`src/rtl/uart_tx_frame_packer_if.sv`:
```
// Frame-in / byte-out bundle for the UART debug read-back packer.
interface uart_tx_frame_packer_if;
  logic        frame_valid;
  logic [41:0] frame_data;
  logic [7:0]  tx_byte;
  logic        tx_valid;
  logic        tx_ready;
  logic        busy;
  logic        overflow;
  logic        clear_overflow;
  logic [15:0] frames_sent;

  // Driver side: frame source, UART transmitter and host diagnostics.
  modport master (
    output frame_valid, frame_data, tx_ready, clear_overflow,
    input  tx_byte, tx_valid, busy, overflow, frames_sent
  );

  // Packer side.
  modport slave (
    input  frame_valid, frame_data, tx_ready, clear_overflow,
    output tx_byte, tx_valid, busy, overflow, frames_sent
  );
endinterface

```
`src/rtl/uart_tx_frame_packer.sv`:
```
// Buffers 42-bit read-back frames in a small FIFO and serializes each into an
// 8-byte packet: sync, {type, addr[8]}, addr[7:0], data MSB first, XOR checksum.
module uart_tx_frame_packer #(
  parameter int unsigned FIFO_DEPTH = 4,
  parameter logic [7:0]  SYNC_BYTE  = 8'hA5
) (
  input logic                    i_clk,
  input logic                    i_reset,
  uart_tx_frame_packer_if.slave  io_bus
);

  localparam int unsigned AW = $clog2(FIFO_DEPTH);
  localparam int unsigned PW = AW + 1;
  localparam logic [AW:0] FullCount = PW'(FIFO_DEPTH);

  typedef enum logic [0:0] {StIdle, StSend} state_e;

  state_e      r_state, w_state_d;
  logic [2:0]  r_idx, w_idx_d;
  logic [47:0] r_pkt;
  logic [7:0]  r_csum;
  logic [41:0] r_mem [FIFO_DEPTH];
  logic [AW:0] r_wr_ptr, r_rd_ptr;
  logic        r_overflow;
  logic [15:0] r_frames_sent;

  logic [AW:0] w_count;
  logic        w_full, w_empty, w_pop, w_push, w_drop, w_last;
  logic [41:0] w_head;
  logic [7:0]  w_head_csum;

  assign w_count = r_wr_ptr - r_rd_ptr;
  assign w_full  = (w_count == FullCount);
  assign w_empty = (r_wr_ptr == r_rd_ptr);
  assign w_head  = r_mem[r_rd_ptr[AW-1:0]];
  assign w_pop   = (r_state == StIdle) && !w_empty;
  // A push into a full FIFO is still taken when the head leaves in the same cycle;
  // the write slot is then the one being vacated.
  assign w_push  = io_bus.frame_valid && (!w_full || w_pop);
  assign w_drop  = io_bus.frame_valid && w_full && !w_pop;
  assign w_last  = (r_state == StSend) && io_bus.tx_ready && (r_idx == 3'd7);

  assign w_head_csum = {6'b0, w_head[41:40]} ^ w_head[39:32] ^ w_head[31:24] ^
                       w_head[23:16] ^ w_head[15:8] ^ w_head[7:0];

  assign io_bus.busy        = (r_state != StIdle) || !w_empty;
  assign io_bus.overflow    = r_overflow;
  assign io_bus.frames_sent = r_frames_sent;

  // Frame storage; contents need no reset since the pointers gate every read.
  always_ff @(posedge i_clk) begin
    if (w_push) begin
      r_mem[r_wr_ptr[AW-1:0]] <= io_bus.frame_data;
    end
  end

  // State, packet register, FIFO pointers and diagnostics.
  always_ff @(posedge i_clk) begin
    if (i_reset) begin
      r_state       <= StIdle;
      r_idx         <= 3'd0;
      r_pkt         <= 48'd0;
      r_csum        <= 8'd0;
      r_wr_ptr      <= '0;
      r_rd_ptr      <= '0;
      r_overflow    <= 1'b0;
      r_frames_sent <= 16'd0;
    end else begin
      r_state <= w_state_d;
      r_idx   <= w_idx_d;
      if (w_push) begin
        r_wr_ptr <= r_wr_ptr + 1'b1;
      end
      if (w_pop) begin
        r_rd_ptr <= r_rd_ptr + 1'b1;
        r_pkt    <= {6'b0, w_head};
        r_csum   <= w_head_csum;
      end
      // Set beats clear when both happen together.
      if (w_drop) begin
        r_overflow <= 1'b1;
      end else if (io_bus.clear_overflow) begin
        r_overflow <= 1'b0;
      end
      if (w_last) begin
        r_frames_sent <= r_frames_sent + 16'd1;
      end
    end
  end

  // Next-state, byte index and byte-interface outputs.
  always_comb begin
    w_state_d       = r_state;
    w_idx_d         = r_idx;
    io_bus.tx_valid = 1'b0;
    io_bus.tx_byte  = 8'd0;
    unique case (r_state)
      StIdle: begin
        if (!w_empty) begin
          w_state_d = StSend;
          w_idx_d   = 3'd0;
        end
      end
      StSend: begin
        io_bus.tx_valid = 1'b1;
        case (r_idx)
          3'd0:    io_bus.tx_byte = SYNC_BYTE;
          3'd1:    io_bus.tx_byte = r_pkt[47:40];
          3'd2:    io_bus.tx_byte = r_pkt[39:32];
          3'd3:    io_bus.tx_byte = r_pkt[31:24];
          3'd4:    io_bus.tx_byte = r_pkt[23:16];
          3'd5:    io_bus.tx_byte = r_pkt[15:8];
          3'd6:    io_bus.tx_byte = r_pkt[7:0];
          default: io_bus.tx_byte = r_csum;
        endcase
        if (io_bus.tx_ready) begin
          if (r_idx == 3'd7) begin
            w_state_d = StIdle;
          end else begin
            w_idx_d = r_idx + 3'd1;
          end
        end
      end
      default: w_state_d = StIdle;
    endcase
  end

endmodule

```
`src/flat_wrapper.sv`:
```
// flat-port wrapper written by rule: the top's interface ports become plain ports
module uart_tx_frame_packer_flat 
#(
  parameter int unsigned FIFO_DEPTH = 4,
  parameter logic [7:0]  SYNC_BYTE  = 8'hA5
)
  (i_clk, i_reset, io_bus_frame_valid, io_bus_frame_data, io_bus_tx_ready, io_bus_clear_overflow, io_bus_tx_byte, io_bus_tx_valid, io_bus_busy, io_bus_overflow, io_bus_frames_sent);
  uart_tx_frame_packer_if io_bus_i ();
  input logic i_clk;
  input logic i_reset;
  input wire logic [$bits(io_bus_i.frame_valid)-1:0] io_bus_frame_valid;
  input wire logic [$bits(io_bus_i.frame_data)-1:0] io_bus_frame_data;
  input wire logic [$bits(io_bus_i.tx_ready)-1:0] io_bus_tx_ready;
  input wire logic [$bits(io_bus_i.clear_overflow)-1:0] io_bus_clear_overflow;
  output wire logic [$bits(io_bus_i.tx_byte)-1:0] io_bus_tx_byte;
  output wire logic [$bits(io_bus_i.tx_valid)-1:0] io_bus_tx_valid;
  output wire logic [$bits(io_bus_i.busy)-1:0] io_bus_busy;
  output wire logic [$bits(io_bus_i.overflow)-1:0] io_bus_overflow;
  output wire logic [$bits(io_bus_i.frames_sent)-1:0] io_bus_frames_sent;
  assign io_bus_i.frame_valid = io_bus_frame_valid;
  assign io_bus_i.frame_data = io_bus_frame_data;
  assign io_bus_i.tx_ready = io_bus_tx_ready;
  assign io_bus_i.clear_overflow = io_bus_clear_overflow;
  assign io_bus_tx_byte = io_bus_i.tx_byte;
  assign io_bus_tx_valid = io_bus_i.tx_valid;
  assign io_bus_busy = io_bus_i.busy;
  assign io_bus_overflow = io_bus_i.overflow;
  assign io_bus_frames_sent = io_bus_i.frames_sent;
  uart_tx_frame_packer #(.FIFO_DEPTH(FIFO_DEPTH), .SYNC_BYTE(SYNC_BYTE)) u_core (.i_clk(i_clk), .i_reset(i_reset), .io_bus(io_bus_i));
endmodule
```
`config.mk`:
```
export PLATFORM = sky130hd
export DESIGN_NAME = uart_tx_frame_packer_flat
export DESIGN_NICKNAME = d
export VERILOG_FILES = /design/src/rtl/uart_tx_frame_packer_if.sv /design/src/rtl/uart_tx_frame_packer.sv /design/src/flat_wrapper.sv
export SDC_FILE = /design/constraint.sdc
export NUM_CORES = 1
export LEC_CHECK = 0
export CORE_MARGIN = 3
export CORE_UTILIZATION = 41
export DETAILED_ROUTE_END_ITERATION = 12
export DONT_BUFFER_PORTS = 1
export GPL_ROUTABILITY_DRIVEN = 0
export PLACE_DENSITY = 0.66
export SYNTH_ARGS = -nofsm -noshare
export SYNTH_HDL_FRONTEND = slang
export SYNTH_SLANG_ARGS = --single-unit
```
`constraint.sdc`:
```
create_clock -name i_clk -period 8.4 [get_ports i_clk]
set_input_delay 1.68 -clock i_clk [delete_from_list [all_inputs] [get_ports i_clk]]
set_output_delay 1.68 -clock i_clk [all_outputs]
set_load 0.01 [all_outputs]
```
==> flow_metrics.py <==
metrics = {
    "outcome": {
        "outcome": "complete, no violations",
    },
    "floorplanning": {
        "io_pins": 74,
        "row_count": 56,
        "fp.dieH_um": 161,
        "start_util_pct": 41.9,
        "dieWidth_um": 161,
        "design.die.area_um2": 26000,
        "core-area_um2": 23500,
    },
    "clock_tree": {
        "cts_max_level": 1,
        "cts_sinks": 247,
        "clock_path_buffers": 3,
        "clk_pin_slew_ns": 0.06,
        "cts_tree": "built",
        "cts_setup_buffers": 0,
        "root_buffer": "clkbuf_16",
        "cts_resized": 0,
        "cts_buffers": 24,
        "insertion_delay_ns": 0.52,
        "cts_hold_buf": 0,
    },
    "synth": {
        "ys_seq_elements": 247,
        "ys_warn_count": 0,
        "synth_top_area_share_pct": 51.1,
        "syn_area_per_cell_um2": 14.6,
        "synth_cell_types": 44,
        "synth_edf_count": 168,
        "synth_flop_cell": "edfxtp_1",
        "syn_area_um2": 9870,
        "yosysTopAreaCell": "edfxtp_1",
        "yosysSeqAreaShare_pct": 67.1,
        "post_synth_main_area_contributors": "edfxtp_1 (51%), dfxtp_1 (16%), mux4_2 (5.9%), nand2_1 (4.4%), mux4_1 (4.3%)",
        "synth_cells": 675,
        "async_flop_share_pct": 0,
        "synth_fp_nets": 736,
    },
    "layout": {
        "fin_util_pct": 46.6,
        "layout.nets": 731,
        "most-common-layout-cells": "edfxtp_1 (168), nand2_1 (115), dfxtp_1 (77), a21oi_1 (58), nor2_1 (34)",
        "syn2layout_area_growth_pct": 11.1,
        "final_area_um2": 11000,
        "drive_gt1_share_pct": 12.1,
        "final_common_cell": "edfxtp_1",
        "fill_cells": 2104,
        "diodes": 0,
    },
    "drt": {
        "drtIter0Drc": 434,
        "wl_met3_um": 1520,
        "drcViolationCount": 0,
        "wl_met1_um": 7840,
        "num_vias": 5426,
        "routed_wl_um": 19300,
        "viasPerCell": 5.39,
        "wl_per_cell_um": 19.1,
        "ant_nets": 0,
        "route.met2.wl_um": 9450,
        "routed.top_layer": "met4",
        "firstDrtPassIters": 5,
    },
    "worst_setup_path": {
        "cpMaxStageDelayCell": "dfxtp_1",
        "end_kind": "primary output",
        "crit_fanout": 20,
        "cp_data_required_time_ns": 6.72,
        "critPathLaunchType": "register",
        "ff2ff_path_depth": 7,
        "critPathMaxStageDelay_ns": 0.76,
        "regToRegSetupSlack_ns": 5.07,
        "cp_num_buf_inv": 2,
        "crit_type": "reg2out",
        "r2r_end": "u_core.r_mem[3][21]$_DFFE_PP_",
        "r2r-start": "u_core.r_wr_ptr[0]$_SDFFE_PP0P_",
        "critPathLaunch": "u_core.r_idx[2]$_SDFFE_PP0P_",
        "cp.arrival_ns": 3.50,
        "crit_end": "io_bus_tx_byte[3]",
        "crit_cells": 6,
        "cp_cell_sequence": "inv_1, ha_1, nor4_1, buf_4, a22oi_1, a31oi_1",
        "critical-path-top-delay-family": "flip-flops",
    },
    "sta": {
        "hold_ws_ns": 0.450,
        "setup_tns_ns": 0,
        "hold_viol": 0,
        "max_slew.worst_pin.slew_ns": 1.12,
        "fin_crit_sh_pct": 61.6,
        "grt_setup_unrepaired": "no",
        "max-slew-margin-rel_pct": 25.0,
        "max_freq_ghz": 0.193,
        "fin_skew_ns": 0.00989,
        "slew_violations": 0,
        "period_minus_slack_ns": 5.18,
        "setup_viol": 0,
    },
    "placement": {
        "dpl_cell_area_um2": 10200,
        "hpwl_um": 12000,
        "port_buffers": 0,
    },
    "flow_run": {
        "maxCapViolCount": 0,
    },
    "power": {
        "p_leak_nw": 3.64,
        "pwr_density_cell_nw_per_um2": 334,
        "vdd_drop_max_mv": 0.172,
        "total_power_mw": 3.66,
    },
    "global_routing": {
        "grt_overflow": 0,
        "grt_pass1_vias": 5555,
        "grt_max_degree": 79,
        "track_usage_pct": 14.8,
        "antenna_found_initial": 0,
        "grt_pass1_wl_um": 30200,
    },
    "hold_path": {
        "hold_class": "reg2reg",
    },
}
==> kinds of logic after synthesis <==
group           share of synthesized area (%)
compound gates                           5.78
flops                                    67.1
mux                                      10.5
buf+inv                                  2.15
fa+ha+maj                                1.77
simple gates                             7.55
xor+xnor                                 5.10
==> metal layers <==
metal  vias to the layer above  GRT usage, %
met1                      2700          18.4
li1                       2506             -
met4                         0          3.99
met3                        37          4.51
met5                         -             0
met2                       183          25.3
==> report_power, final <==
group | internal [mW] | switching (mW)
sequential | 1.51 | 0.129
clock | 0.635 | 0.442
combinational | 0.421 | 0.522
total | 2.56 | 1.09
==> worst register-to-register path, delay by kind of cell, from the launching register on <==
| kind | cells | cell delay (ns) |
|---|---|---|
| AOI/OAI and AO/OA | 2 | 1.24 |
| buffers and inverters | 2 | 0.71 |
| DFF | 1 | 0.38 |
| and+or+nand+nor | 2 | 0.34 |
| adders and majority gates | 1 | 0.28 |
==> final cells by class <==
| class | instances | area [um2] | share of cell area [%] |
|---|---|---|---|
| sequential | 247 | 6630 | 60.5 |
| multi-input combinational | 382 | 3050 | 27.8 |
| clock buffer | 31 | 681 | 6.21 |
| tap | 319 | 399 | 3.64 |
| clock inverter | 13 | 125 | 1.14 |
| timing repair buffer | 7 | 52.6 | 0.479 |
| inverter | 8 | 30.0 | 0.274 |
==> how the worst min path moves through the flow <==
| stage | start | endpoint | slack, ns | depth (start not counted) |
|---|---|---|---|---|
| after floorplan | u_core.r_csum[5]$_SDFFE_PP0N_ | u_core.r_csum[5]$_SDFFE_PP0N_ | 0.43 | 2 |
| after global placement | u_core.r_csum[2]$_SDFFE_PP0N_ | u_core.r_csum[2]$_SDFFE_PP0N_ | 0.44 | 2 |
| after detailed placement | u_core.r_pkt[38]$_SDFFE_PP0N_ | u_core.r_pkt[38]$_SDFFE_PP0N_ | 0.44 | 2 |
| after CTS | u_core.r_pkt[38]$_SDFFE_PP0N_ | u_core.r_pkt[38]$_SDFFE_PP0N_ | 0.45 | 2 |
| after global routing | u_core.r_csum[2]$_SDFFE_PP0N_ | u_core.r_csum[2]$_SDFFE_PP0N_ | 0.47 | 2 |
| final | u_core.r_pkt[38]$_SDFFE_PP0N_ | u_core.r_pkt[38]$_SDFFE_PP0N_ | 0.45 | 2 |
==> flip-flops by register name, indices dropped and copies added, names as in the netlist, named ones only <==
signal and flops:
u_core.r_csum 8, u_core.r_idx 3, u_core.io_bus.overflow 1, u_core.r_mem 168, u_core.r_wr_ptr 3, u_core.r_pkt 42, u_core.r_state 1, u_core.io_bus.frames_sent 16
u_core.r_rd_ptr 3
==> per-stage QoR <==
| stage | setup slack, ns | cells |
|---|---|---|
| 2_1_floorplan | 4.36 | 675 |
| 3_3_place_gp | 4.07 | 963 |
| 3_5_place_dp | 3.88 | 963 |
| 4_1_cts | 3.26 | 1007 |
| 5_1_grt | 3.04 | 1007 |
| 6_report | 3.22 | 1007 |
==> synth_stat cells (2+ instances only) <==
master	instances
edfxtp_1	168
nand2_1	115
dfxtp_1	79
a21oi_1	58
nor2_1	35
mux4_2	26
xor2_1	24
clkbuf_1	22
xnor2_1	18
mux4_1	16
ha_1	14
inv_1	8
nand3_1	8
a221oi_1	6
buf_1	6
xnor3_1	6
a211oi_1	5
a31oi_1	5
a32oi_1	5
buf_2	5
nand4_1	4
a222oi_1	3
and2_1	3
and3_1	3
nor2b_1	3
nor3_1	3
o21ai_0	3
a22o_1	2
a22oi_1	2
buf_4	2
buf_6	2
mux2_2	2
nor4_1	2
or2_2	2
Note: power is estimated with default switching activity, not from simulation.
==> variant: new RTL, same settings <==
`FIFO_DEPTH` is set to 4 in 2 places; all go to 8.
--- a/src/rtl/uart_tx_frame_packer.sv
+++ b/src/rtl/uart_tx_frame_packer.sv
@@ -2,5 +2,5 @@
 // 8-byte packet: sync, {type, addr[8]}, addr[7:0], data MSB first, XOR checksum.
 module uart_tx_frame_packer #(
-  parameter int unsigned FIFO_DEPTH = 4,
+  parameter int unsigned FIFO_DEPTH = 8,
   parameter logic [7:0]  SYNC_BYTE  = 8'hA5
 ) (
--- a/src/flat_wrapper.sv
+++ b/src/flat_wrapper.sv
@@ -2,5 +2,5 @@
 module uart_tx_frame_packer_flat 
 #(
-  parameter int unsigned FIFO_DEPTH = 4,
+  parameter int unsigned FIFO_DEPTH = 8,
   parameter logic [7:0]  SYNC_BYTE  = 8'hA5
 )
Formal check against the unedited RTL: not equivalent (Yosys sat finds a counterexample within 10 cycles, from zero or initial values and one cycle with i_reset high).
==> variant against the unedited design <==
- design area up 67%
- sequential cell count rose by 171
- routed wire length grew 77%
- power is 48% higher
- combinational power increased by 24%
- area after synthesis is 67% higher
- setup slack improved by 0.31 ns
- clock skew rose by 0.0046 ns
==> variant: results (changes against the unedited design) <==
| Metric | Value |
|---|---|
| Clock Skews | `0.01453 ns (+0.004641 ns)` |
| GRT Overall Usage | `16.00% (+1.2 points)` |
| EDFF count, synth | `336 (+100%)` |
| Final hold violation count | `0 (unchanged)` |
| First-pass GRT wire length | `51040 um (+69%)` |
| Synth Flop Type | `edfxtp_1` |
| Post-Synth Adder-Cell Area | `0.9090% (-0.87 points)` |
| Initial DRC count | `697 (+61%)` |
| Crit path DAT | `3.18 ns (-0.32 ns)` |
| Top cells by area, synth | `edfxtp_1 (61%), mux4_2 (11%), dfxtp_1 (9.9%), mux2i_1 (2.4%), nor2_1 (1.9%)` |
| Sw Ratio | `27.13% (-2.8 points)` |
| Max reg flops | `336 (+100%)` |
| Post-synth top cells | `edfxtp_1 (336), mux4_2 (84), nor2_1 (83), dfxtp_1 (82), mux2i_1 (39)` |
| Initial antenna violation count | `0 (unchanged)` |
| Mapped Cells | `906 (+34%)` |
| Clock slew at reported path FFs | `0.06 ns (about the same)` |
| Run status | `finished clean` |
| YS warnings | `0 (unchanged)` |
| Placed Cells | `1387 (+44%)` |
| Min-Delay Path Class | `flop to flop` |
| Post-synthesis sequential area ratio | `71.02% (+3.9 points)` |
| Register cell area after layout | `0.01174 sq mm (+77%)` |
| DP Area | `0.01709 sq mm (+68%)` |
| CP max FO | `22 (+10%)` |
| Layout cells sized above 1 | `20.27% (+8.2 points)` |
| WL/cell | `23.24 um (+22%)` |
| Async S/R FF share, synth | `0% (unchanged)` |
| First-pass detailed-route iteration total | `5 (unchanged)` |
| Hpwl dp | `19970 um (+66%)` |
| Peak supply drop | `0.0001469 V (-15%)` |
| ANT cells | `0 (unchanged)` |
| Pre-CTS setup slack | `4.111 ns (+0.2265 ns)` |
| Post-synthesis xor/xnor area fraction | `3.144% (-2.0 points)` |
| CTS Buf Count | `43 (+79%)` |
| Yosys cell types | `44 (unchanged)` |
| Final #Nets | `973 (+33%)` |
| Root buffer cell | `clkbuf_16` |
| Vias in the first global route | `8091 (+46%)` |
| Non-Filler Instances | `1465 (+45%)` |
| Compound-gate portion of the synthesized area | `3.651% (-2.1 points)` |
| Via density per instance | `5.467 (+1.5%)` |
| Post-cts sizing count | `0 (unchanged)` |
| Post-synthesis mux area share | `15.66% (+5.1 points)` |
| # H-tree levels | `2 (+1)` |
| Worst slew margin | `33.35% (+8.3 points)` |
| Port-buffer cells | `0 (unchanged)` |
| Filler cells | `3277 (+56%)` |
| Largest net degree at the start of global routing | `96 (+22%)` |
| Max clock buf depth | `3 (unchanged)` |
| P_leak | `5.703 nW (+57%)` |
| Setup Buffers After CTS | `0 (unchanged)` |
## variant: changes by cell type after synthesis, moves of 33 or more
cell,change
a211oi_1,+33
a21oi_1,-45
edfxtp_1,+168
mux2i_1,+38
mux4_2,+58
nand2_1,-100
nor2_1,+48
## variant: worst max-delay path: stages (launching register included)
cell and delay (ns):
dfxtp_1 0.85, inv_1 0.16, ha_1 0.39, nor4_1 0.52, buf_4 0.24, a22oi_1 0.09
a41oi_1 0.39
## variant: final timing paths
| check | cells past startpoint | start | slack [ns] | end |
|---|---|---|---|---|
| setup / recovery | 6 | u_core.r_idx[2]$_SDFFE_PP0P_ | 3.54 | io_bus_tx_byte[5] |
| hold / removal | 2 | u_core.r_pkt[18]$_SDFFE_PP0N_ | 0.50 | u_core.r_pkt[18]$_SDFFE_PP0N_ |
| setup reg to reg | 6 | flop | 4.77 | u_core.r_csum[7]$_SDFFE_PP0N_ |
| hold reg to reg | 2 | u_core.r_pkt[18]$_SDFFE_PP0N_ | 0.50 | u_core.r_pkt[18]$_SDFFE_PP0N_ |
## variant: cell families after synthesis
| group | Yosys count |
|---|---|
| flip-flops | 418 |
| multiplexers | 146 |
| AND/OR/NAND/NOR | 141 |
| AO/OA/AOI/OAI | 83 |
| buffers and inverters | 61 |
| XOR/XNOR | 45 |
| adder cells (fa/ha/maj) | 12 |
## variant: power groups by stage
stage               clock network, mW  registers [mW]  logic, mW
floorplan                           0            2.49       1.05
global placement                    0            2.60       1.16
detailed placement                  0            2.61       1.18
CTS                              1.73            2.57       1.19
global route                     1.81            2.59       1.28
finish                           1.69            2.56       1.17
## variant: per-layer routing
metal  wire (um)  part of all wire (%)  track usage [%]  vias up
met4         630                   1.9            3.251        0
met5           0                     0                0        -
met1       14750                    43            21.91     4143
met3        2315                   6.8            4.391       52
met2       16360                    48            26.08      192
li1            -                     -                -     3622
## variant: cell type report
class / instances / share of cell area (%)
Timing Repair Buffer: 14 / 0.5735
Tap cell: 518 / 3.536
Inverter: 10 / 0.2048
Clock inverter: 19 / 0.5325
Multi-Input combinational cell: 427 / 24.88
Sequential cell: 418 / 64.07
Clock buffer: 59 / 6.199
